**config.mk**
```make
export PLATFORM = sky130hd
export DESIGN_NAME = pe_array_sequencer
export DESIGN_NICKNAME = d
export VERILOG_FILES = /design/src/rtl/pe_array_sequencer.sv
export SDC_FILE = /design/constraint.sdc
export NUM_CORES = 1
export LEC_CHECK = 0
export BUFFER_PORTS_ARGS = -buffer_cell sky130_fd_sc_hd__buf_4
export CAP_MARGIN = 25
export CORE_MARGIN = 4
export CORE_UTILIZATION = 50
export DETAILED_ROUTE_END_ITERATION = 12
export PLACE_DENSITY = 0.77
export SETUP_SLACK_MARGIN = 0.05
export SLEW_MARGIN = 40
export SYNTH_ARGS = -nofsm -noshare
export SYNTH_HDL_FRONTEND = slang
export SYNTH_SLANG_ARGS = --single-unit
```
**constraint.sdc**
```tcl
create_clock -name clk -period 2.88 [get_ports clk]
set_clock_uncertainty 0.2 [all_clocks]
set_input_delay 0.576 -clock clk [delete_from_list [all_inputs] [get_ports clk]]
set_output_delay 0.576 -clock clk [all_outputs]
set_load 0.01 [all_outputs]
```
**src/rtl/pe_array_sequencer.sv**
```systemverilog
// pe_array_sequencer: job sequencer for an N x N systolic PE array (weight load, switch, skewed stream, drain).
// Optional performance counters are compiled in with PERF_CNT_EN.
module pe_array_sequencer #(
   parameter int N     = 2,
   parameter int CNT_W = 8,
   parameter int DW    = 16
) (
   input  logic              clk,
   input  logic              rst,
   input  logic              start,
   input  logic [CNT_W-1:0]  num_vecs,
   output logic              busy,
   output logic              done,
   input  logic              w_valid_in,
   output logic              w_ready_out,
   input  logic [DW*N-1:0]   w_data_in,
   input  logic              x_valid_in,
   output logic              x_ready_out,
   input  logic [DW*N-1:0]   x_data_in,
   output logic [N-1:0]      accept_w_out,
   output logic [DW*N-1:0]   weight_out,
   output logic [N-1:0]      switch_out,
   output logic [N-1:0]      valid_out,
   output logic [DW*N-1:0]   input_out
`ifdef PERF_CNT_EN
   ,
   output logic [15:0]       stall_cycles,
   output logic [15:0]       job_cycles
`endif
);
   localparam int RW  = $clog2(N + 1);
   localparam int DCW = $clog2(2 * N + 1);
   typedef enum logic [2:0] {IDLE, LOAD_W, SWITCH, STREAM, DRAIN, DONE} state_t;
   state_t state, nxt;
   logic [CNT_W-1:0] nv, vec_cnt;
   logic [RW-1:0] row_cnt;
   logic [DCW-1:0] drain_cnt;
   logic inj_v, inj_s, w_hs, x_hs;
   logic [DW*N-1:0] inj_d;
   assign busy        = state != IDLE;
   assign done        = state == DONE;
   assign w_ready_out = state == LOAD_W;
   assign x_ready_out = state == STREAM;
   assign w_hs        = w_valid_in && w_ready_out;
   assign x_hs        = x_valid_in && x_ready_out;
   always_comb begin
      nxt   = state;
      inj_v = 1'b0;
      inj_s = 1'b0;
      inj_d = '0;
      case (state)
         IDLE:    nxt = start ? LOAD_W : IDLE;
         LOAD_W:  nxt = (w_hs && row_cnt == RW'(N - 1)) ? SWITCH : LOAD_W;
         SWITCH: begin
            inj_s = 1'b1;
            nxt   = (nv != '0) ? STREAM : DONE;
         end
         STREAM: begin
            inj_v = x_valid_in;
            inj_d = x_valid_in ? x_data_in : '0;
            nxt   = (x_hs && vec_cnt == nv - CNT_W'(1)) ? DRAIN : STREAM;
         end
         DRAIN:   nxt = (drain_cnt == DCW'(2 * N - 1)) ? DONE : DRAIN;
         DONE:    nxt = IDLE;
         default: nxt = IDLE;
      endcase
   end
   always_ff @(posedge clk or negedge rst) begin
      if (!rst) begin
         state        <= IDLE;
         nv           <= '0;
         vec_cnt      <= '0;
         row_cnt      <= '0;
         drain_cnt    <= '0;
         accept_w_out <= '0;
         weight_out   <= '0;
      end else begin
         state        <= nxt;
         accept_w_out <= w_hs ? '1 : '0;
         if (w_hs) weight_out <= w_data_in;
         if (state == IDLE && start) begin
            nv        <= num_vecs;
            vec_cnt   <= '0;
            row_cnt   <= '0;
            drain_cnt <= '0;
         end
         if (w_hs) row_cnt <= row_cnt + RW'(1);
         if (x_hs) vec_cnt <= vec_cnt + CNT_W'(1);
         if (state == DRAIN) drain_cnt <= drain_cnt + DCW'(1);
      end
   end
   // row r sees the injected token r cycles after row 0
   for (genvar r = 0; r < N; r++) begin : g_row
      logic [DW+1:0] sr [0:r];
      always_ff @(posedge clk or negedge rst) begin
         if (!rst) begin
            for (int k = 0; k <= r; k++) sr[k] <= '0;
         end else begin
            sr[0] <= {inj_s, inj_v, inj_d[r*DW +: DW]};
            for (int k = 1; k <= r; k++) sr[k] <= sr[k-1];
         end
      end
      assign {switch_out[r], valid_out[r], input_out[r*DW +: DW]} = sr[r];
   end
`ifdef PERF_CNT_EN
   always_ff @(posedge clk or negedge rst) begin
      if (!rst) begin
         stall_cycles <= '0;
         job_cycles   <= '0;
      end else if (state == IDLE && start) begin
         stall_cycles <= '0;
         job_cycles   <= '0;
      end else begin
         if (state != IDLE && job_cycles != 16'hFFFF) job_cycles <= job_cycles + 16'd1;
         if (((state == STREAM && !x_valid_in) || (state == LOAD_W && !w_valid_in)) && stall_cycles != 16'hFFFF)
            stall_cycles <= stall_cycles + 16'd1;
      end
   end
`endif
endmodule

```
* Word-level counts from Yosys, hierarchy flattened
Cells that the tools add are included.
** Storage, ports and cells
- Register bits :: 112
- Input port bits :: 77
- Output and inout bits :: 74
- Logic and storage cells :: 50
** Operators by class
- Add/subtract/negate cells :: 4
- Eq/ne operators :: 8
- Multiplexer cells :: 17
- Reduce and logical (&&, ||, !) cells :: 11
** Operator list (count)
- 32-bit two-way mux :: 2
- 8-bit two-way mux :: 2
- 3-bit case mux with 5 select lines :: 1
- 3-bit two-way mux :: 4
- 3-bit by 2-bit equality test with 1-bit output, second input constant :: 3
- 8-bit by 1-bit adder with 8-bit output, second input constant :: 1
- 8-bit equality test :: 1
- 2-bit two-way mux :: 4
- 8-bit nonzero test :: 1
- 8-bit by 1-bit subtractor with 8-bit output, second input constant :: 1
- 3-bit equality test, second input constant :: 2
- 2-bit nonzero test :: 3
- 1-bit logical AND :: 5
- 1-bit two-way mux :: 4
- 3-bit by 1-bit adder with 3-bit output, second input constant :: 1
- 3-bit by 1-bit equality test with 1-bit output, second input constant :: 1
- 3-bit logical NOT :: 1
- 3-bit nonzero test :: 1
- 2-bit by 1-bit adder with 2-bit output, second input constant :: 1
- 2-bit by 1-bit equality test with 1-bit output, second input constant :: 1

* Depth between registers and ports, before layout
Gate-level depths: netlist of run 1.
- Word-level depth :: 5
- Depth in mapped cells :: 8
- Depth with buffers taken out :: 7

* Worst setup path after synthesis of run 1
OpenSTA, ideal clock, no wires.
- Path type :: reg2reg
- From :: reg nv[0]
- To :: reg state[2]
- Setup time :: 0.078 ns
- Data arrival time :: 1.857 ns
- Data required time :: 2.602 ns
- Path slack :: 0.745 ns
- Stages on the path, launching flop included :: 8
- Path buffers :: 0
- Clock period less this slack :: 2.135 ns
- Cell sequence :: dfrtp_1 -> inv_1 -> ha_1 -> xor2_1 -> nand3_2 -> or4_1 -> a211oi_2 -> o21bai_1
** Between the ends
- Word-level cells in the longest chain between the ends :: 5
- Elaborated cells on any way between the ends :: 7
- Those cells by class :: add/sub (1); eq/ne (1); mux (3); reduce/logical (2)
** Ends and longest elaborated chain
- start: declaration :: RTL line 35 : logic [CNT_W-1:0] nv, vec_cnt;
- start signal: assignment :: RTL line 82 : nv <= num_vecs;
- 8-bit by 1-bit subtractor with 8-bit output :: RTL line 61 : nxt = (x_hs && vec_cnt == nv - CNT_W'(1)) ? DRAIN : STREAM;
- 8-bit equality test :: RTL line 61
- 1-bit logical AND :: RTL line 61
- 3-bit two-way mux :: RTL line 61
- 3-bit case mux with 5 select lines (*) :: RTL line 51 : case (state)
- net nxt[2] :: RTL line 34 : state_t state, nxt;
- end signal: assignment :: RTL line 78 : state <= nxt;
- end: declaration :: RTL line 34
Mark *: on every way through the listed nets, which the timed path passes. The rest lies on a longest branch.
A chain may end at the register's enable or synchronous reset.

* Final worst setup path of run 1
- From :: reg state[2]
- To :: reg state[2]
** Between the ends
- Word-level cells in the longest chain between the ends :: 5
- Elaborated cells on any way between the ends :: 9
- Those cells by class :: eq/ne (4); mux (2); reduce/logical (3)
** Ends and longest elaborated chain
- 3-bit by 2-bit equality test with 1-bit output :: RTL line 43, 51
- 1-bit logical AND :: RTL line 45 : assign x_hs = x_valid_in && x_ready_out;
- 1-bit logical AND :: RTL line 61
- 3-bit two-way mux :: RTL line 61
- 3-bit case mux with 5 select lines (*) :: RTL line 51
- net nxt[2] :: RTL line 34
Marked as above.

==> results of run 1 <==
## logic make-up after synthesis
| family | share of synthesized area [%] |
|---|---|
| xor+xnor | 2.84 |
| fa+ha+maj | 1.74 |
| compound gates | 4.29 |
| simple gates | 19.1 |
| flops | 63.2 |
| buf+inv | 6.06 |
| mux | 2.78 |
## layer usage
layer	vias to the layer above	share of wire, %	GRT usage (%)
li1	1482	-	-
met1	1430	42	23.6
met2	114	48	29.5
met3	15	8.0	4.22
met4	0	1.9	5.42
met5	-	0	0
## repair_timing
action	CTS	global route
endpoints found under the setup margin	0	0
hold buffers	1	0
hold endpoints to repair	37	0
## critical path, cell delays in order, from the launching register on
cell and delay [ns]:
dfrtp_1 0.51, and2b_4 0.33, nand3_4 0.12, clkinv_4 0.22, nand3_2 0.08, or4_1 0.52
a211oi_2 0.22, o21bai_1 0.15
## power groups by stage
stage / Sequential [mW] / Clock (mW) / Combinational (mW)
after floorplan: 2.32 / 0 / 0.925
after global placement: 2.26 / 0 / 1.67
after detailed placement: 2.28 / 0 / 1.72
after CTS: 2.25 / 0.890 / 1.72
after global routing: 2.31 / 0.945 / 1.88
final: 2.25 / 0.863 / 1.69
## per-stage QoR
stage	area (um^2)	instances	power, mW
global route	5580	628	5.13
CTS	5580	628	4.86
finish	5580	628	4.80
global placement	5380	611	3.93
floorplan	4320	388	3.24
detailed placement	5380	611	4.00
## registers in the layout (all words and copies together) (netlist names)
name	count
g_row.sr	34
weight_out	32
input_out	16
nv	8
vec_cnt	8
drain_cnt	3
state	3
row_cnt	2
accept_w_out	1
switch_out	1
valid_out	1
## final cells by class
cell class	instances	area share, %
clock buffer	10	2.29
clock inverter	6	1.08
inverter	8	0.651
multi-input combinational	235	23.8
sequential	109	48.9
tap	105	2.36
timing repair buffer	155	20.9
## synth_stat cells, types with 6 or more instances
master	number	area, um^2
and2_1	32	200
buf_4	23	173
clkbuf_1	9	33.8
dfrtp_1	109	2730
ha_1	6	75.1
inv_1	6	22.5
mux2_2	8	90.1
nand2_1	111	417
nand3_1	6	30.0
o21ai_0	12	60.1
xnor2_1	8	70.1
xor2_1	6	52.6
## how the worst max path moves through the flow
| stage | cells past startpoint | endpoint | from |
|---|---|---|---|
| CTS | 7 | state[2] | state[2] |
| detailed placement | 7 | state[2] | state[2] |
| finish | 7 | state[2] | state[2] |
| global placement | 5 | state[1] | state[0] |
| floorplan | 7 | state[2] | nv[0] |
| global route | 7 | state[2] | state[2] |
==> reports/qor.txt, run 1 <==
Hold EP - input_out[23]
IO Count - 151
Setup TNS - 0 ns
Hold WC Path Type - reg2reg
Area growth syn-to-layout - 29.2%
ANT nets after route - 0
First-pass GRT wire length - 14300 um
Maxcap violations - 0
Reg power frac - 46.8%
Post-layout nets - 601
Placer Congestion - 0.803
Crit Path Max Fanout - 37
Crit Path Class - reg2reg
Max-slew violations - 0
Clock power share - 18.0%
H-tree levels - 3
DIE AREA - 10200 um^2
Final worst-path cycle share - 83.9%
GRT Util Overall - 17.9%
Via density - 4.84
Main flop type after synthesis - dfrtp_1
Syn nets - 471
Final min period - 2.42 ns
EDFF count, synth - 0
DRT Pass-1 Iters - 4
Comb pwr share - 35.3%
Pin count of the biggest net entering global routing - 41
Layout fillers - 661
Clk_lat worst skew - 0.36 ns
Clock sink count - 109
Worst setup margin - 0.464 ns
Detailed Route WL - 9100 um
Util after Layout - 67.2%
Multi-input logic area - 1330 um^2
Worst reg2reg path depth - 7
Die X - 101 um
DR vias - 3041
Synthesized area - 4320 um^2
Setup violations, final - 0
Required @ worst endpoint - 2.97 ns
Yosys reg bits - 109
Port buffer count - 150
Layout cells sized above 1 - 35.4%
GRT Residual Overflow - 0
Vias in the first global route - 2979
Yosys warning count - 0
Hold WS - 0.159 ns
Commonest non-fill, non-tap cells in the layout - buf_4, nand2_1, dfrtp_1, and2_1, o21ai_0
Hold depth - 0
Clk slew on worst S/H paths - 0.10 ns
Most common cell after layout, fill and taps aside - buf_4
Cell Int Power - 3.12 mW
Worst setup EP type - flop
Pwr dens - 861 nW/um^2
RR Endpoint - state[2]
FF+latch area - 2730 um^2
Core Region - 8300 um^2
Seq/Total Area, Yosys - 63.2%
FF-to-FF Start - state[2]
Switching power - 1.68 mW
Achievable frequency - 414 MHz
DP HPWL - 6850 um
ANT cells - 0
Avg Cell Area, Syn - 11.1 um^2
RSZ-0062 raised after global routing - false
Syn Inst Count - 388
Pleak - 2.95 nW
Place WS - 0.479 ns
Max Root-Sink Buffers - 2
Async SR Flop Fraction - 100%
Wire length per cell - 14.5 um
# DRC - 0
Num CTS Buffers - 9
Worst VDD drop - 0.473 mV
Netlist cell types - 43
Status - finished, final reports clean
Final hold vios - 0
Max_slew headroom - 59.9%
Sw Share - 34.9%
Starting Density - 52.0%
Startpoint Class - flop
Post-CTS setup buffers - 0
Post_cts resized - 0
Initial antenna violation count - 0
Die Y - 101 um
TritonCTS clock tree - yes
Row Count - 33
Tightest Pin Transition - 0.600 ns
Hold_sp - g_row[1].sr[25]
Arrival time worst endpoint - 2.50 ns
Initial drt markers - 105
Root buf cell - clkbuf_8
Reg2Reg Setup Slack - 0.46 ns
No activity file was read; power rests on OpenSTA's default activity.
==> run 2, diff against run 1 <==
- ABC_AREA: unset -> 1
- clock period: 2.88 -> 2.3 ns (I/O delays scaled with it)
==> run 2 against run 1 <==
Non-clock buffer count is 1 higher. Utilization is 0.96 points lower. Worst hold slack worse by 0.086 ns. Combinational power is 44% higher. Via count is 13% higher. Routed wire length is 3.8% higher. Final cell count is 17% higher. Total power is 35% higher. Die area is 2.3% higher. Sequential cell count stayed put. Sequential power is 25% higher. Highest routed layer unchanged.
==> reports/qor.txt, run 2 <==
Required @ worst endpoint - 1.64 ns (-1.33 ns)
Root buf cell - clkbuf_8
Final min period - 1.96 ns
Startpoint Class - flop
RSZ-0062 raised after global routing - false
Max-slew violations - 0 (unchanged)
Async SR Flop Fraction - 100% (unchanged)
Highest Signal Layer - met4
Met3 wire length - 735 um (+1.4%)
Placer Congestion - 0.868 (+8.2%)
Max reg flops - 34 (unchanged)
Setup violations, final - 0 (unchanged)
Max Root-Sink Buffers - 2 (unchanged)
Clk slew on worst S/H paths - 0.11 ns (about the same)
Post-layout nets - 704 (+17%)
Starting Density - 51.0% (-1.0 points)
Synth top area share - 61.6% (-1.5 points)
Vias in the first global route - 3239 (+8.7%)
DRT met1 WL - 3820 um (+0.32%)
DIE AREA - 10400 um^2 (+2.3%)
Maxcap violations - 0 (unchanged)
Detailed Route WL - 9450 um (+3.8%)
Metal2 WL - 4720 um (+7.5%)
Synthesized area - 4430 um^2 (+2.5%)
Achievable frequency - 510 MHz
Initial drt markers - 139 (+32%)
EDFF count, synth - 0 (unchanged)
Critical path cell sequence - inv_1, nor3_1, buf_4
Most frequent cells after synthesis - nand2_1, dfrtp_1, inv_1, nor2_1, buf_4
Arrival time worst endpoint - 1.30 ns (-1.20 ns)
DR vias - 3448 (+13%)
DRT Pass-1 Iters - 5 (+1)
Post-CTS setup buffers - 0 (unchanged)
Crit Path Max Fanout - 5 (-86%)
Port buffer count - 150 (unchanged)
ANT cells - 0 (unchanged)
Yosys warning count - 0 (unchanged)
Clock sink count - 109 (unchanged)
DP HPWL - 7060 um (+3.1%)
Wire length per cell - 12.9 um (-11%)
Syn Inst Count - 487 (+26%)
ANT nets after route - 0 (unchanged)
Crit-path slowest cell - dfrtp_1
Setup TNS - 0 ns (unchanged)
Tightest Pin Transition - 0.386 ns (-0.214 ns)
Die Y - 102 um (+1.1%)
Most common cell after layout, fill and taps aside - nand2_1
Peak per-stage delay on the critical path - 0.43 ns (-0.09 ns)
Syn nets - 570 (+21%)
Initial antenna violation count - 0 (unchanged)
Worst setup EP type - output pin
Top cells by area, synth - dfrtp_1, nand2_1, inv_1
Layout fillers - 689 (+4.2%)
Layout cells sized above 1 - 28.4% (-6.9 points)
Row Count - 34 (+3.0%)
Status - finished, final reports clean
Num CTS Buffers - 9 (unchanged)
Final worst-path cycle share - 85.3%
# DRC - 0 (unchanged)
TritonCTS clock tree - yes
H-tree levels - 3 (unchanged)
Clk_lat worst skew - 0.37 ns (about the same)
Cell with the most instances after synthesis - nand2_1
Commonest non-fill, non-tap cells in the layout - nand2_1, buf_4, dfrtp_1, inv_1, nor2_1
GRT Residual Overflow - 0 (unchanged)
Crit Path Class - reg2out
Reg with most FFs - g_row.sr
Yosys reg bits - 109 (unchanged)
IO Count - 151 (unchanged)
Worst VDD drop - 0.484 mV (+2.5%)
Core Region - 8680 um^2 (+4.6%)
First-pass GRT wire length - 14800 um (+4.0%)
GRT Util Overall - 18.3% (+0.39 points)
Delay-heaviest family, CP - flip-flops
Pin count of the biggest net entering global routing - 38 (-7.3%)
Netlist cell types - 24 (-44%)
Main flop type after synthesis - dfrtp_1
Pleak - 3.35 nW (+14%)
Max_slew headroom - 74.0% (+14 points)
Yosys top cell by area - dfrtp_1
Worst Path Buf+Inv - 2 (+1)
Pwr dens - 1130 nW/um^2 (+31%)
Die X - 102 um (+1.1%)
Final hold vios - 0 (unchanged)
Util after Layout - 66.2% (-0.96 points)
Hold WC Path Type - in2reg
Seq/Total Area, Yosys - 61.6% (-1.5 points)
Avg Cell Area, Syn - 9.09 um^2 (-18%)
Via density - 4.70 (-3.0%)
Area growth syn-to-layout - 29.9%
## run 2: cell types whose count changed after synthesis, moves of 8 or more
cell      delta
and2_1      -32
clkbuf_1     -9
inv_1       +53
mux2_2       -8
nand2_1     +59
nand3_1      +8
nor2_1      +50
## run 2: final timing paths
path                            slack (ns)               to            start  cells after the start
worst max-delay path                  0.34      x_ready_out         state[1]                      3
worst min-delay path                  0.07    weight_out[6]     w_data_in[6]                      3
worst max register to register        0.40         state[0]            nv[0]                     12
worst min register to register        0.14    input_out[21]  g_row[1].sr[23]                      0
max in group asynchronous             0.98            nv[7]              rst                      3
min in group asynchronous             0.35  g_row[1].sr[28]              rst                      2
## run 2: per-layer routing
layer	vias up	global-route usage, %
li1	1704	-
met1	1615	23.8
met2	114	30.1
met5	-	0
met3	15	3.41
met4	0	7.77
## run 2: area by class of cell
class                      count  area, um^2  share of cell area, %
multi-input combinational    282        1220                   21.2
sequential                   109        2730                   47.4
inverter                      63         241                   4.20
clock buffer                   9         124                   2.15
clock inverter                 7         103                   1.78
tap                          108         135                   2.35
timing repair buffer         156        1200                   20.8
## run 2: power by group
group          leakage (nW)  switching (mW)  total [mW]  internal (mW)
Sequential             1.43           0.361        2.82           2.46
Clock                 0.114           0.698        1.24          0.545
Combinational          1.80            1.37        2.43           1.06
Total                  3.35            2.43        6.50           4.07
## run 2: timing repair
item	CTS	global route
endpoints found under the hold margin	24	0
gates resized for setup	0	0
hold buffers	1	0
## run 2: worst reg2reg max path: cells and delay by family, from the launching register on
kind / cells / cell delay (ns)
AND/OR/NAND/NOR: 9 / 0.68
flip-flops: 1 / 0.42
adder cells (fa/ha/maj): 1 / 0.27
buffers and inverters: 2 / 0.22
## run 2: stage by stage
stage                     area, um^2  hold WS [ns]  cells  total power [mW]  setup WS, ns
final                           5750        0.0722    734              6.50         0.339
after global routing            5750        0.0629    734              6.98         0.269
after CTS                       5750        0.0608    734              6.56         0.345
after detailed placement        5510         0.136    717              5.29         0.438
after global placement          5510         0.131    717              5.21         0.487
after floorplan                 4430       -0.0356    487              4.29         0.637
## run 2: cell families (layout without fill, tap and decap cells)
logic type	after synthesis	in the layout	synth area share, %
buffers and inverters	96	235	10.8
multiplexers	1	1	0.226
flip-flops	109	109	61.6
AO/OA/AOI/OAI	22	22	2.66
XOR/XNOR	4	4	0.792
adder cells (fa/ha/maj)	6	6	1.70
AND/OR/NAND/NOR	249	249	22.2
